==> config.mk <==
export PLATFORM = sky130hd
export DESIGN_NAME = fetch_unit_flat
export DESIGN_NICKNAME = d
export VERILOG_FILES = /design/src/rtl/fetch_unit_if.sv /design/src/rtl/fetch_unit.sv /design/src/flat_wrapper.sv
export SDC_FILE = /design/constraint.sdc
export NUM_CORES = 1
export LEC_CHECK = 0
export BUFFER_PORTS_ARGS = -buffer_cell sky130_fd_sc_hd__buf_2
export CAP_MARGIN = 5
export CORE_MARGIN = 3
export CORE_UTILIZATION = 44
export CTS_CLUSTER_SIZE = 16
export DETAILED_ROUTE_END_ITERATION = 10
export PLACE_DENSITY = 0.73
export REMOVE_ABC_BUFFERS = 1
export SLEW_MARGIN = 30
export SYNTH_ARGS = -nofsm -noshare
export SYNTH_HDL_FRONTEND = slang
export SYNTH_SLANG_ARGS = --single-unit
==> constraint.sdc <==
create_clock -name clk -period 2 [get_ports clk]
set_clock_uncertainty 0.1 [all_clocks]
set_input_delay 0.5 -clock clk [delete_from_list [all_inputs] [get_ports clk]]
set_output_delay 0.5 -clock clk [all_outputs]
set_load 0.02 [all_outputs]
==> src/rtl/fetch_unit_if.sv <==
// Fetch-stage bus: control from the core, imem address/data, and the decode-facing
// instruction word. The master side is the fetch unit itself.
interface fetch_unit_if #(
   parameter int ADDR_WIDTH = 10,
   parameter int DATA_WIDTH = 9
);
   logic                  start;
   logic                  stall;
   logic                  branch_taken;
   logic [ADDR_WIDTH-1:0] branch_target;
   logic [ADDR_WIDTH-1:0] instr_addr;
   logic [DATA_WIDTH-1:0] imem_instr;
   logic [DATA_WIDTH-1:0] instr_out;
   logic [ADDR_WIDTH-1:0] instr_pc;
   logic                  instr_valid;
   logic                  done;

   modport master (
      input  start, stall, branch_taken, branch_target, imem_instr,
      output instr_addr, instr_out, instr_pc, instr_valid, done
   );

   modport slave (
      output start, stall, branch_taken, branch_target, imem_instr,
      input  instr_addr, instr_out, instr_pc, instr_valid, done
   );
endinterface

==> src/rtl/fetch_unit.sv <==
// Program counter and fetch stage: drives the imem address from the PC and registers
// the returned word for decode, with start/stall/branch-squash/halt control.
module fetch_unit #(
   parameter int                    ADDR_WIDTH = 10,
   parameter int                    DATA_WIDTH = 9,
   parameter logic [ADDR_WIDTH-1:0] START_ADDR = '0,
   parameter logic [DATA_WIDTH-1:0] HALT_INSTR = {DATA_WIDTH{1'b1}}
) (
   input logic          clk,
   input logic          rst_n,
   fetch_unit_if.master bus
);

   typedef enum logic [1:0] {
      S_IDLE,
      S_RUN,
      S_HALT
   } state_t;

   state_t                state_q, state_d;
   logic [ADDR_WIDTH-1:0] pc_p0, pc_d;
   logic [DATA_WIDTH-1:0] instr_p1, instr_d;
   logic [ADDR_WIDTH-1:0] ipc_p1, ipc_d;
   logic                  vld_p1, vld_d;
   logic                  done_q, done_d;
   logic                  halt_seen;

   function automatic logic [ADDR_WIDTH-1:0] pc_incr(input logic [ADDR_WIDTH-1:0] pc);
      return pc + ADDR_WIDTH'(1);
   endfunction

   assign halt_seen = vld_p1 && (instr_p1 == HALT_INSTR);

   always_comb begin
      state_d = state_q;
      pc_d    = pc_p0;
      instr_d = instr_p1;
      ipc_d   = ipc_p1;
      vld_d   = vld_p1;
      done_d  = done_q;
      case (state_q)
         S_IDLE: begin
            vld_d = 1'b0;
            if (bus.start) begin
               state_d = S_RUN;
               pc_d    = START_ADDR;
            end
         end
         S_RUN: begin
            if (bus.start) begin
               pc_d  = START_ADDR;
               vld_d = 1'b0;
            end else if (bus.stall) begin
               // whole stage frozen; a branch seen here must be re-presented later
            end else if (halt_seen) begin
               state_d = S_HALT;
               done_d  = 1'b1;
               vld_d   = 1'b0;
            end else if (vld_p1 && bus.branch_taken) begin
               // the word fetched this cycle is wrong-path: drop it, one bubble
               pc_d  = bus.branch_target;
               vld_d = 1'b0;
            end else begin
               instr_d = bus.imem_instr;
               ipc_d   = pc_p0;
               vld_d   = 1'b1;
               pc_d    = pc_incr(pc_p0);
            end
         end
         S_HALT: begin
            done_d = 1'b1;
            vld_d  = 1'b0;
            if (bus.start) begin
               state_d = S_RUN;
               pc_d    = START_ADDR;
               done_d  = 1'b0;
            end
         end
         default: begin
            state_d = S_IDLE;
            pc_d    = START_ADDR;
            vld_d   = 1'b0;
            done_d  = 1'b0;
         end
      endcase
   end

   // stage 0 -> stage 1: PC register and instruction register
   always_ff @(posedge clk) begin
      if (!rst_n) begin
         state_q  <= S_IDLE;
         pc_p0    <= START_ADDR;
         instr_p1 <= '0;
         ipc_p1   <= '0;
         vld_p1   <= 1'b0;
         done_q   <= 1'b0;
      end else begin
         state_q  <= state_d;
         pc_p0    <= pc_d;
         instr_p1 <= instr_d;
         ipc_p1   <= ipc_d;
         vld_p1   <= vld_d;
         done_q   <= done_d;
      end
   end

   assign bus.instr_addr  = pc_p0;
   assign bus.instr_out   = instr_p1;
   assign bus.instr_pc    = ipc_p1;
   assign bus.instr_valid = vld_p1;
   assign bus.done        = done_q;

endmodule

==> src/flat_wrapper.sv <==
// flat-port wrapper written by rule: the top's interface ports become plain ports
module fetch_unit_flat 
#(
   parameter int                    ADDR_WIDTH = 10,
   parameter int                    DATA_WIDTH = 9,
   parameter logic [ADDR_WIDTH-1:0] START_ADDR = '0,
   parameter logic [DATA_WIDTH-1:0] HALT_INSTR = {DATA_WIDTH{1'b1}}
)
  (clk, rst_n, bus_start, bus_stall, bus_branch_taken, bus_branch_target, bus_imem_instr, bus_instr_addr, bus_instr_out, bus_instr_pc, bus_instr_valid, bus_done);
  fetch_unit_if #(.ADDR_WIDTH(ADDR_WIDTH), .DATA_WIDTH(DATA_WIDTH)) bus_i ();
  input logic clk;
  input logic rst_n;
  input wire logic [$bits(bus_i.start)-1:0] bus_start;
  input wire logic [$bits(bus_i.stall)-1:0] bus_stall;
  input wire logic [$bits(bus_i.branch_taken)-1:0] bus_branch_taken;
  input wire logic [$bits(bus_i.branch_target)-1:0] bus_branch_target;
  input wire logic [$bits(bus_i.imem_instr)-1:0] bus_imem_instr;
  output wire logic [$bits(bus_i.instr_addr)-1:0] bus_instr_addr;
  output wire logic [$bits(bus_i.instr_out)-1:0] bus_instr_out;
  output wire logic [$bits(bus_i.instr_pc)-1:0] bus_instr_pc;
  output wire logic [$bits(bus_i.instr_valid)-1:0] bus_instr_valid;
  output wire logic [$bits(bus_i.done)-1:0] bus_done;
  assign bus_i.start = bus_start;
  assign bus_i.stall = bus_stall;
  assign bus_i.branch_taken = bus_branch_taken;
  assign bus_i.branch_target = bus_branch_target;
  assign bus_i.imem_instr = bus_imem_instr;
  assign bus_instr_addr = bus_i.instr_addr;
  assign bus_instr_out = bus_i.instr_out;
  assign bus_instr_pc = bus_i.instr_pc;
  assign bus_instr_valid = bus_i.instr_valid;
  assign bus_done = bus_i.done;
  fetch_unit #(.ADDR_WIDTH(ADDR_WIDTH), .DATA_WIDTH(DATA_WIDTH), .START_ADDR(START_ADDR), .HALT_INSTR(HALT_INSTR)) u_core (.clk(clk), .rst_n(rst_n), .bus(bus_i));
endmodule
==> run metrics, run 1 <==
dpl hpwl 3.24 mm; post-synthesis sequential area ratio 0.374; initial DRC count 140; final worst setup slack 137 ps; Post-synth EDFFs 0; Power Density 821 nW/um2; die height 69.4 um; RSZ-0062 raised after global routing no; status finished, final reports clean; Clock transition at path regs 70 ps; Internal 1.22 mW; worst hold margin 351 ps; share of post-route cells with drive strength above 1 0.313; endpoints failing setup 0; DR WL/cell 14.3 um; MaxCap Viol Count 0; Num CTS Buffers 5; Mapped Cells 208; first-pass GRT wire length 7.49 mm; Setup Crit Path Kind reg -> reg; antenna violations before repair 0; Hold Path Sink u_core.bus.instr_out[3]; IO buf count 54; Starting Density 0.469; vias post-DR 1808; Critical Path, Cell by Cell inv_1, ha_1, nor2b_1, a21o_4, or3_1, a221oi_2; Max clock buf depth 2; final WL 4.52 mm; min-delay src bus_imem_instr[3]; I/O pin total 55; FFs w/ async S/R, synth 0; leakage 0.941 nW; area of the die 4810 um2; sequential fraction of design power 0.401; Peak VDD IR 498 uV; GRT overflow 0; Layout fillers 338; Synth cell types 50; post-layout minimum cycle time 1860 ps; most frequent cells in the layout buf_2, dfxtp_1, nand2_1; largest net degree at the start of global routing 36; core area 3770 um2; reg2reg start u_core.state_q[1]; CTS sink count 33; hold depth 3; Peak Freq 0.537 GHz; Worst Setup Start Kind register; CP max-delay cell dfxtp_1; Root Buffer clkbuf_8; Antenna Violating Nets Remaining 0; number of cells on the worst reg-to-reg path 6; sequential cell area 662 um2; Sw Ratio 0.330; later-pin clock latency in the skew report 280 ps; Syn Area/Cell 8.50 um2; Synth Cell Area 1770 um2; H-tree depth reported by CTS 2; GRT Total Usage 0.189; Req. time, crit path 2100 ps; Hold Crit Class in -> reg; post-synthesis register bit count 33; Hold Vio Cnt, Final 0; global placement routability congestion 0.878; multi-input logic area 1030 um2; R2R Setup Slk 140 ps; dpl ws 144 ps; Clock power frac 0.276; Area Overhead vs Synth 25.4%; CTS tree done; Final Util 0.588; DRC 0; number of global-route vias before repair 1565; top cell family by delay on the critical path simple AND/OR/NAND/NOR gates; crit path DAT 1960 ps; # diodes 0; CP Capture Type register; Rel. slew slack 0.692; power share of the combinational group 0.323; CP bufs+invs 1; warnings from Yosys 0; Rows 22; Die X 69.4 um; slowest stage delay, CP 360 ps; vias per std cell 5.72; r2r endpoint u_core.bus.instr_addr[4]; First-pass DRT Iterations 4; pin slew with the least headroom to its limit 461 ps; commonest non-fill, non-tap cell in the layout buf_2; max-slew violations 0; switching power 0.600 mW; top_reg_cell synth dfxtp_1; nets@finish 296; final worst-path cycle share 0.931; largest fanout on the critical path 9
-- logic make-up (layout without fill, tap and decap cells) --
kind of cell               Yosys count  count (layout)  synth area share
AOI/OAI and AO/OA                   57              57             0.231
xor gates and xnor gates             1               1           0.00495
adders and majority gates            4               4            0.0283
buffers and inverters               17              77            0.0502
DFF                                 33              33             0.374
muxes                                4               4            0.0234
and+or+nand+nor                     92              92             0.289
-- Yosys cell counts, drive strengths merged (2+ instances only) --
library cell,number,area share
dfxtp,33,0.37
and2,2,0.0071
and3,3,0.011
o31ai,2,0.0085
o221ai,2,0.0099
clkbuf,5,0.011
a21oi,4,0.011
or3,3,0.011
nor2,4,0.0099
a221oi,2,0.017
nor3,3,0.0085
nand2b,2,0.0071
a211o,2,0.0099
o211ai,7,0.030
nand4,7,0.028
nor4,2,0.016
mux2i,3,0.017
and4,3,0.015
a31oi,4,0.014
buf,6,0.027
o21ai,23,0.065
ha,4,0.028
inv,6,0.013
o22ai,2,0.0071
nand3,28,0.079
nand2,29,0.062
-- area by class of cell --
type | instances | share of cell area
Clock buffer | 7 | 0.0389
Timing Repair Buffer | 64 | 0.161
Tap cell | 48 | 0.0271
Multi-Input combinational cell | 158 | 0.464
Sequential cell | 33 | 0.299
Inverter | 6 | 0.0102
-- worst min-delay path, cell delays in order --
cell	delay [ps]
buf_2	90
nand2_1	40
o21ai_1	50
-- worst max-delay path by stage --
stage	to	depth (start not counted)	slack, ps	startpoint
2_1_floorplan	u_core.bus.instr_pc[7]	3	-530	u_core.bus.instr_out[5]
3_3_place_gp	u_core.bus.instr_addr[4]	6	190	bus_start
3_5_place_dp	u_core.bus.instr_addr[4]	6	140	bus_start
4_1_cts	u_core.bus.instr_addr[4]	6	140	u_core.state_q[0]
5_1_grt	u_core.bus.instr_addr[4]	6	2	u_core.state_q[1]
6_report	u_core.bus.instr_addr[4]	6	140	u_core.state_q[1]
-- metal layers --
layer / wire length [um] / global-route usage / share of wire
met1: 2150 / 0.267 / 0.48
met2: 1970 / 0.285 / 0.44
met3: 327 / 0.0420 / 0.072
met4: 76 / 0.0586 / 0.017
met5: 0 / 0 / 0
-- metrics by stage --
step	cells	power (mW)	instance area [um2]	setup TNS [ps]
after CTS	316	1.82	2220	0
after global routing	316	1.92	2220	0
after global placement	309	1.31	2130	0
final	316	1.82	2220	0
after floorplan	197	1.10	1700	-9540
after detailed placement	309	1.32	2130	0
-- power groups by stage --
stage	registers, mW	logic (mW)	clock network (mW)
after detailed placement	0.741	0.575	0
after global routing	0.735	0.647	0.533
final	0.731	0.587	0.502
after global placement	0.739	0.571	0
after floorplan	0.758	0.346	0
after CTS	0.727	0.584	0.509
-- sequential cells by signal, indices dropped and copies added, names as in the netlist --
name	cells
u_core.state_q	2
u_core.bus.done	1
u_core.bus.instr_addr	10
u_core.bus.instr_pc	10
u_core.bus.instr_out	9
u_core.bus.instr_valid	1
-- what timing repair did --
item,4_1_cts,5_1_grt
hold buffers,0,0
setup buffers,0,0
endpoints found under the setup margin,0,1
gates resized for setup,0,1
Power figures use the tool's default switching activity.
==> run 2: changes to the inputs <==
--- a/config.mk
+++ b/config.mk
@@ -11,6 +11,7 @@
 export CORE_UTILIZATION = 44
 export CTS_CLUSTER_SIZE = 16
 export DETAILED_ROUTE_END_ITERATION = 10
+export GPL_ROUTABILITY_DRIVEN = 0
 export PLACE_DENSITY = 0.73
 export REMOVE_ABC_BUFFERS = 1
 export SLEW_MARGIN = 30
==> constraint.sdc (replaced) <==
create_clock -name clk -period 2.2 [get_ports clk]
set_clock_uncertainty 0.1 [all_clocks]
set_input_delay 0.55 -clock clk [delete_from_list [all_inputs] [get_ports clk]]
set_output_delay 0.55 -clock clk [all_outputs]
set_load 0.02 [all_outputs]
==> run metrics, run 2 (same netlist as run 1, synthesis figures left out) <==
# diodes 0 (unchanged); final WL 4.57 mm (+1.1%); Hold-fix buffers, CTS 0 (unchanged); CP max-delay cell dfxtp_1; GRT overflow 0 (unchanged); vias per std cell 5.69 (-0.55%); Hold Vio Cnt, Final 0 (unchanged); Final Util 0.584 (-0.00365); Setup Crit Path Kind reg -> reg; endpoints failing setup 0 (unchanged); Starting Density 0.469 (unchanged); Rows 22 (unchanged); Peak VDD IR 376 uV (-24%); R2R Setup Slk 210 ps (+70 ps); Layout fillers 347 (+2.7%); Root Buffer clkbuf_8; IO buf count 54 (unchanged); commonest non-fill, non-tap cell in the layout buf_2; pin slew with the least headroom to its limit 382 ps (-79.0 ps); Critical Path, Cell by Cell inv_1, ha_1, o21ba_4, a21o_4, or3_1, a221oi_2; First-pass DRT Iterations 4 (unchanged); Req. time, crit path 2300 ps (+200 ps); Power Density 736 nW/um2 (-10%); Rel. slew slack 0.744 (+0.0522); CP bufs+invs 1 (unchanged); CTS sink count 33 (unchanged); crit path DAT 2090 ps (+130 ps); vias post-DR 1798 (-0.55%); Area Overhead vs Synth 24.6%; DRC 0 (unchanged); number of global-route vias before repair 1657 (+5.9%); RSZ-0062 raised after global routing no; Peak Freq 0.502 GHz (-6.4%); Clock transition at path regs 60 ps (about the same); H-tree depth reported by CTS 2 (unchanged); max-slew violations 0 (unchanged); Worst Setup Start Kind register; Hold Crit Class reg -> reg; largest net degree at the start of global routing 42 (+17%); post-layout minimum cycle time 1990 ps (+128 ps); die height 69.4 um (unchanged); CTS tree done; I/O pin total 55 (unchanged); top cell family by delay on the critical path compound AO/OA/AOI/OAI gates; nets@finish 296 (unchanged); later-pin clock latency in the skew report 280 ps (about the same); DR WL/cell 14.5 um (+1.1%); leakage 0.932 nW (-0.93%); slowest stage delay, CP 360 ps (about the same); share of post-route cells with drive strength above 1 0.310 (-0.00373); Antenna Violating Nets Remaining 0 (unchanged); core area 3770 um2 (unchanged); status finished, final reports clean; initial DRC count 162 (+16%); MaxCap Viol Count 0 (unchanged); antenna violations before repair 0 (unchanged); Num CTS Buffers 5 (unchanged); area of the die 4810 um2 (unchanged); Die X 69.4 um (unchanged); first-pass GRT wire length 7.67 mm (+2.5%); Max clock buf depth 2 (unchanged); final worst-path cycle share 0.905 (-0.0263); dpl ws 156 ps (+12.1 ps); largest fanout on the critical path 9 (unchanged); CTS resizes 0 (unchanged); CP Capture Type register; GRT Total Usage 0.195 (+0.00575); final worst setup slack 209 ps (+71.6 ps); dpl hpwl 3.35 mm (+3.4%); most frequent cells in the layout buf_2, dfxtp_1, nand2_1
[run 2: cell counts in the layout (fill, tap and decap cells not counted)]
No cell type changed its count.
[run 2: path summary, 6_finish.rpt]
check	from	endpoint	depth (start not counted)
min	u_core.bus.instr_pc[0]	u_core.bus.instr_pc[0]	2
max reg2reg	u_core.state_q[0]	u_core.bus.instr_addr[4]	6
min reg2reg	u_core.bus.instr_pc[0]	u_core.bus.instr_pc[0]	2
max	u_core.state_q[0]	u_core.bus.instr_addr[4]	6
[run 2: metal layers]
layer / track usage / vias to the layer above / wire length, um
li1: - / 901 / -
met1: 0.258 / 816 / 2020
met2: 0.290 / 73 / 2080
met3: 0.0623 / 8 / 391
met4: 0.0803 / 0 / 82
met5: 0 / - / 0
[run 2: layout make-up]
cell class              count  area (um2)  share of cell area
repair buffers             64         345               0.157
multi-input cells         158        1030               0.467
flip-flops and latches     33         661               0.300
well taps                  48        60.1              0.0273
clock buffers               7        86.3              0.0392
inverters                   6        22.5              0.0102
[run 2: power breakdown]
part           internal [mW]  switching, mW
clock                  0.248          0.208
combinational          0.209          0.296
sequential             0.631         0.0292
[run 2: tightest hold or removal path, stage by stage (launching register included)]
cell	delay (ps)
dfxtp_1	310
nand3_1	60
o21ai_1	50
[run 2: per-stage QoR]
stage	area, um2	std cells	setup TNS [ps]	hold slack [ps]	total power, mW
after floorplan	1700	197	-5540	352	1.00
after global placement	2100	307	0	343	1.16
after detailed placement	2100	307	0	348	1.17
after CTS	2190	314	0	357	1.62
after global routing	2200	316	0	378	1.70
final	2200	316	0	355	1.62
[run 2: repair_timing]
action	4_1_cts	5_1_grt
setup buffers	0	2
setup endpoints to repair	0	3
endpoints found under the hold margin	0	0
==> run 3: changes to the inputs <==
--- a/config.mk
+++ b/config.mk
@@ -12,7 +12,7 @@
 export CTS_CLUSTER_SIZE = 16
 export DETAILED_ROUTE_END_ITERATION = 10
 export GPL_ROUTABILITY_DRIVEN = 0
-export PLACE_DENSITY = 0.73
+export PLACE_DENSITY_LB_ADDON = 0.15
 export REMOVE_ABC_BUFFERS = 1
 export SLEW_MARGIN = 30
 export SYNTH_ARGS = -nofsm -noshare
==> run metrics, run 3 (same netlist as run 1, synthesis figures left out) <==
design area 2240 um2 (+1.7%); number of global-route vias before repair 1687 (+1.8%); largest fanout on the critical path 9 (unchanged); antenna violations before repair 0 (unchanged); leakage 0.951 nW (+2.0%); Power Density 783 nW/um2 (+6.5%); final worst-path cycle share 0.894 (-0.0109); first-pass GRT wire length 7.74 mm (+0.90%); min-delay src u_core.bus.instr_pc[3]; Area Overhead vs Synth 26.8%; later-pin clock latency in the skew report 280 ps (about the same); initial DRC count 148 (-8.6%); area of the die 4810 um2 (unchanged); R2R Setup Slk 230 ps (+20 ps); DRC 0 (unchanged); slowest stage delay, CP 360 ps (about the same); post-layout minimum cycle time 1970 ps (-24.0 ps); pin slew with the least headroom to its limit 431 ps (+48.2 ps); switching power 0.545 mW (+2.3%); status finished, final reports clean; Post-Place Cell Area 2110 um2 (+0.36%); total power of the final layout 1.76 mW (+8.3%); CP max-delay cell dfxtp_1; Clock power frac 0.334 (+0.053); CP Capture Type register; Starting Density 0.469 (unchanged); reg2reg start u_core.state_q[0]; Hold Crit Class reg -> reg; Hold-fix buffers, CTS 0 (unchanged); final WL 4.57 mm (about the same); CTS tree done; Clock transition at path regs 70 ps (about the same); Sw Ratio 0.311 (-0.0182); CTS resizes 0 (unchanged); H-tree depth reported by CTS 2 (unchanged); endpoints failing setup 0 (unchanged); I/O pin total 55 (unchanged); Peak VDD IR 391 uV (+4.0%); number of cells on the worst reg-to-reg path 6 (unchanged); max-slew violations 0 (unchanged); share of post-route cells with drive strength above 1 0.315 (+0.00511); Critical Path, Cell by Cell inv_1, ha_1, o21ba_4, a21o_4, or3_1, a221oi_2; hold depth 2 (unchanged); # diodes 0 (unchanged); Layout fillers 375 (+8.1%); sequential fraction of design power 0.376 (-0.031); Antenna Violating Nets Remaining 0 (unchanged); Internal 1.21 mW (+11%); Die X 69.4 um (unchanged); Num CTS Buffers 5 (unchanged); Setup Crit Path Kind reg -> reg; DR WL/cell 14.4 um (-0.67%); Req. time, crit path 2300 ps (about the same); vias post-DR 1770 (-1.6%); r2r endpoint u_core.bus.instr_addr[4]; First-pass DRT Iterations 4 (unchanged); Rel. slew slack 0.712 (-0.0323); nets@finish 297 (+0.34%); MaxCap Viol Count 0 (unchanged); Peak Freq 0.508 GHz (+1.2%); GRT Total Usage 0.195 (+0.000554); IO buf count 54 (unchanged); dpl hpwl 3.29 mm (-1.8%); Hold Vio Cnt, Final 0 (unchanged); vias per std cell 5.57 (-2.2%); Worst Setup Start Kind register; largest net degree at the start of global routing 28 (-33%); Root Buffer clkbuf_8; crit path DAT 2070 ps (-20 ps); Rows 22 (unchanged); GRT overflow 0 (unchanged); core area 3770 um2 (unchanged); commonest non-fill, non-tap cell in the layout buf_2; Max clock buf depth 2 (unchanged); CTS sink count 33 (unchanged); die height 69.4 um (unchanged); RSZ-0062 raised after global routing no; Hold Path Sink u_core.bus.instr_pc[3]; power share of the combinational group 0.290 (-0.021); most frequent cells in the layout buf_2, dfxtp_1, nand2_1
## run 3: timing repair
| item | 4_1_cts | 5_1_grt |
|---|---|---|
| hold endpoints to repair | 0 | 0 |
| setup buffers | 0 | 2 |
| setup endpoints to repair | 0 | 11 |
## run 3: worst max-delay path: cells and delay by family (launching register included)
family / cells / cell delay [ps]
AND/OR/NAND/NOR: 1 / 360
adder cells (fa/ha/maj): 1 / 290
AO/OA/AOI/OAI: 3 / 700
flip-flops: 1 / 360
buffers and inverters: 1 / 70
## run 3: power groups by stage
stage          combinational, mW  sequential, mW  clock (mW)
2_1_floorplan              0.315           0.689           0
3_3_place_gp               0.491           0.672           0
3_5_place_dp               0.497           0.672           0
4_1_cts                    0.499           0.660       0.592
5_1_grt                    0.557           0.667       0.626
6_report                   0.509           0.660       0.587
## run 3: metrics by stage
stage / instances / utilization / setup TNS [ps] / hold slack (ps) / worst slack [ps]
finish: 318 / 0.594 / 0 / 356 / 233
global route: 318 / 0.594 / 0 / 381 / 107
CTS: 316 / 0.590 / 0 / 363 / 110
detailed placement: 308 / 0.559 / 0 / 353 / 127
global placement: 308 / 0.559 / 0 / 344 / 209
floorplan: 197 / - / -5540 / 352 / -334
## run 3: worst max-delay path by stage
stage / startpoint / to / depth (start not counted)
after floorplan: u_core.bus.instr_out[5] / u_core.bus.instr_pc[7] / 3
after global placement: u_core.bus.instr_out[7] / u_core.bus.instr_out[3] / 5
after detailed placement: u_core.bus.instr_out[7] / u_core.bus.instr_pc[1] / 5
after global routing: u_core.state_q[0] / u_core.bus.instr_addr[3] / 6
final: u_core.state_q[0] / u_core.bus.instr_addr[4] / 6
after CTS: u_core.bus.instr_out[7] / u_core.bus.instr_pc[1] / 5
## run 3: cell type report
type / count / area (um2) / area share
clock inverter: 1 / 30.0 / 0.0134
multi-input combinational: 158 / 1030 / 0.459
timing repair buffer: 65 / 353 / 0.157
clock buffer: 7 / 86.3 / 0.0385
inverter: 6 / 22.5 / 0.0101
tap: 48 / 60.1 / 0.0268
sequential: 33 / 661 / 0.295
## run 3: per-layer routing
metal	vias to the layer above	share of wire	global-route usage
met5	-	0	0
met4	0	0.016	0.0889
met3	9	0.089	0.0652
met2	74	0.44	0.289
met1	783	0.46	0.255
li1	904	-	-
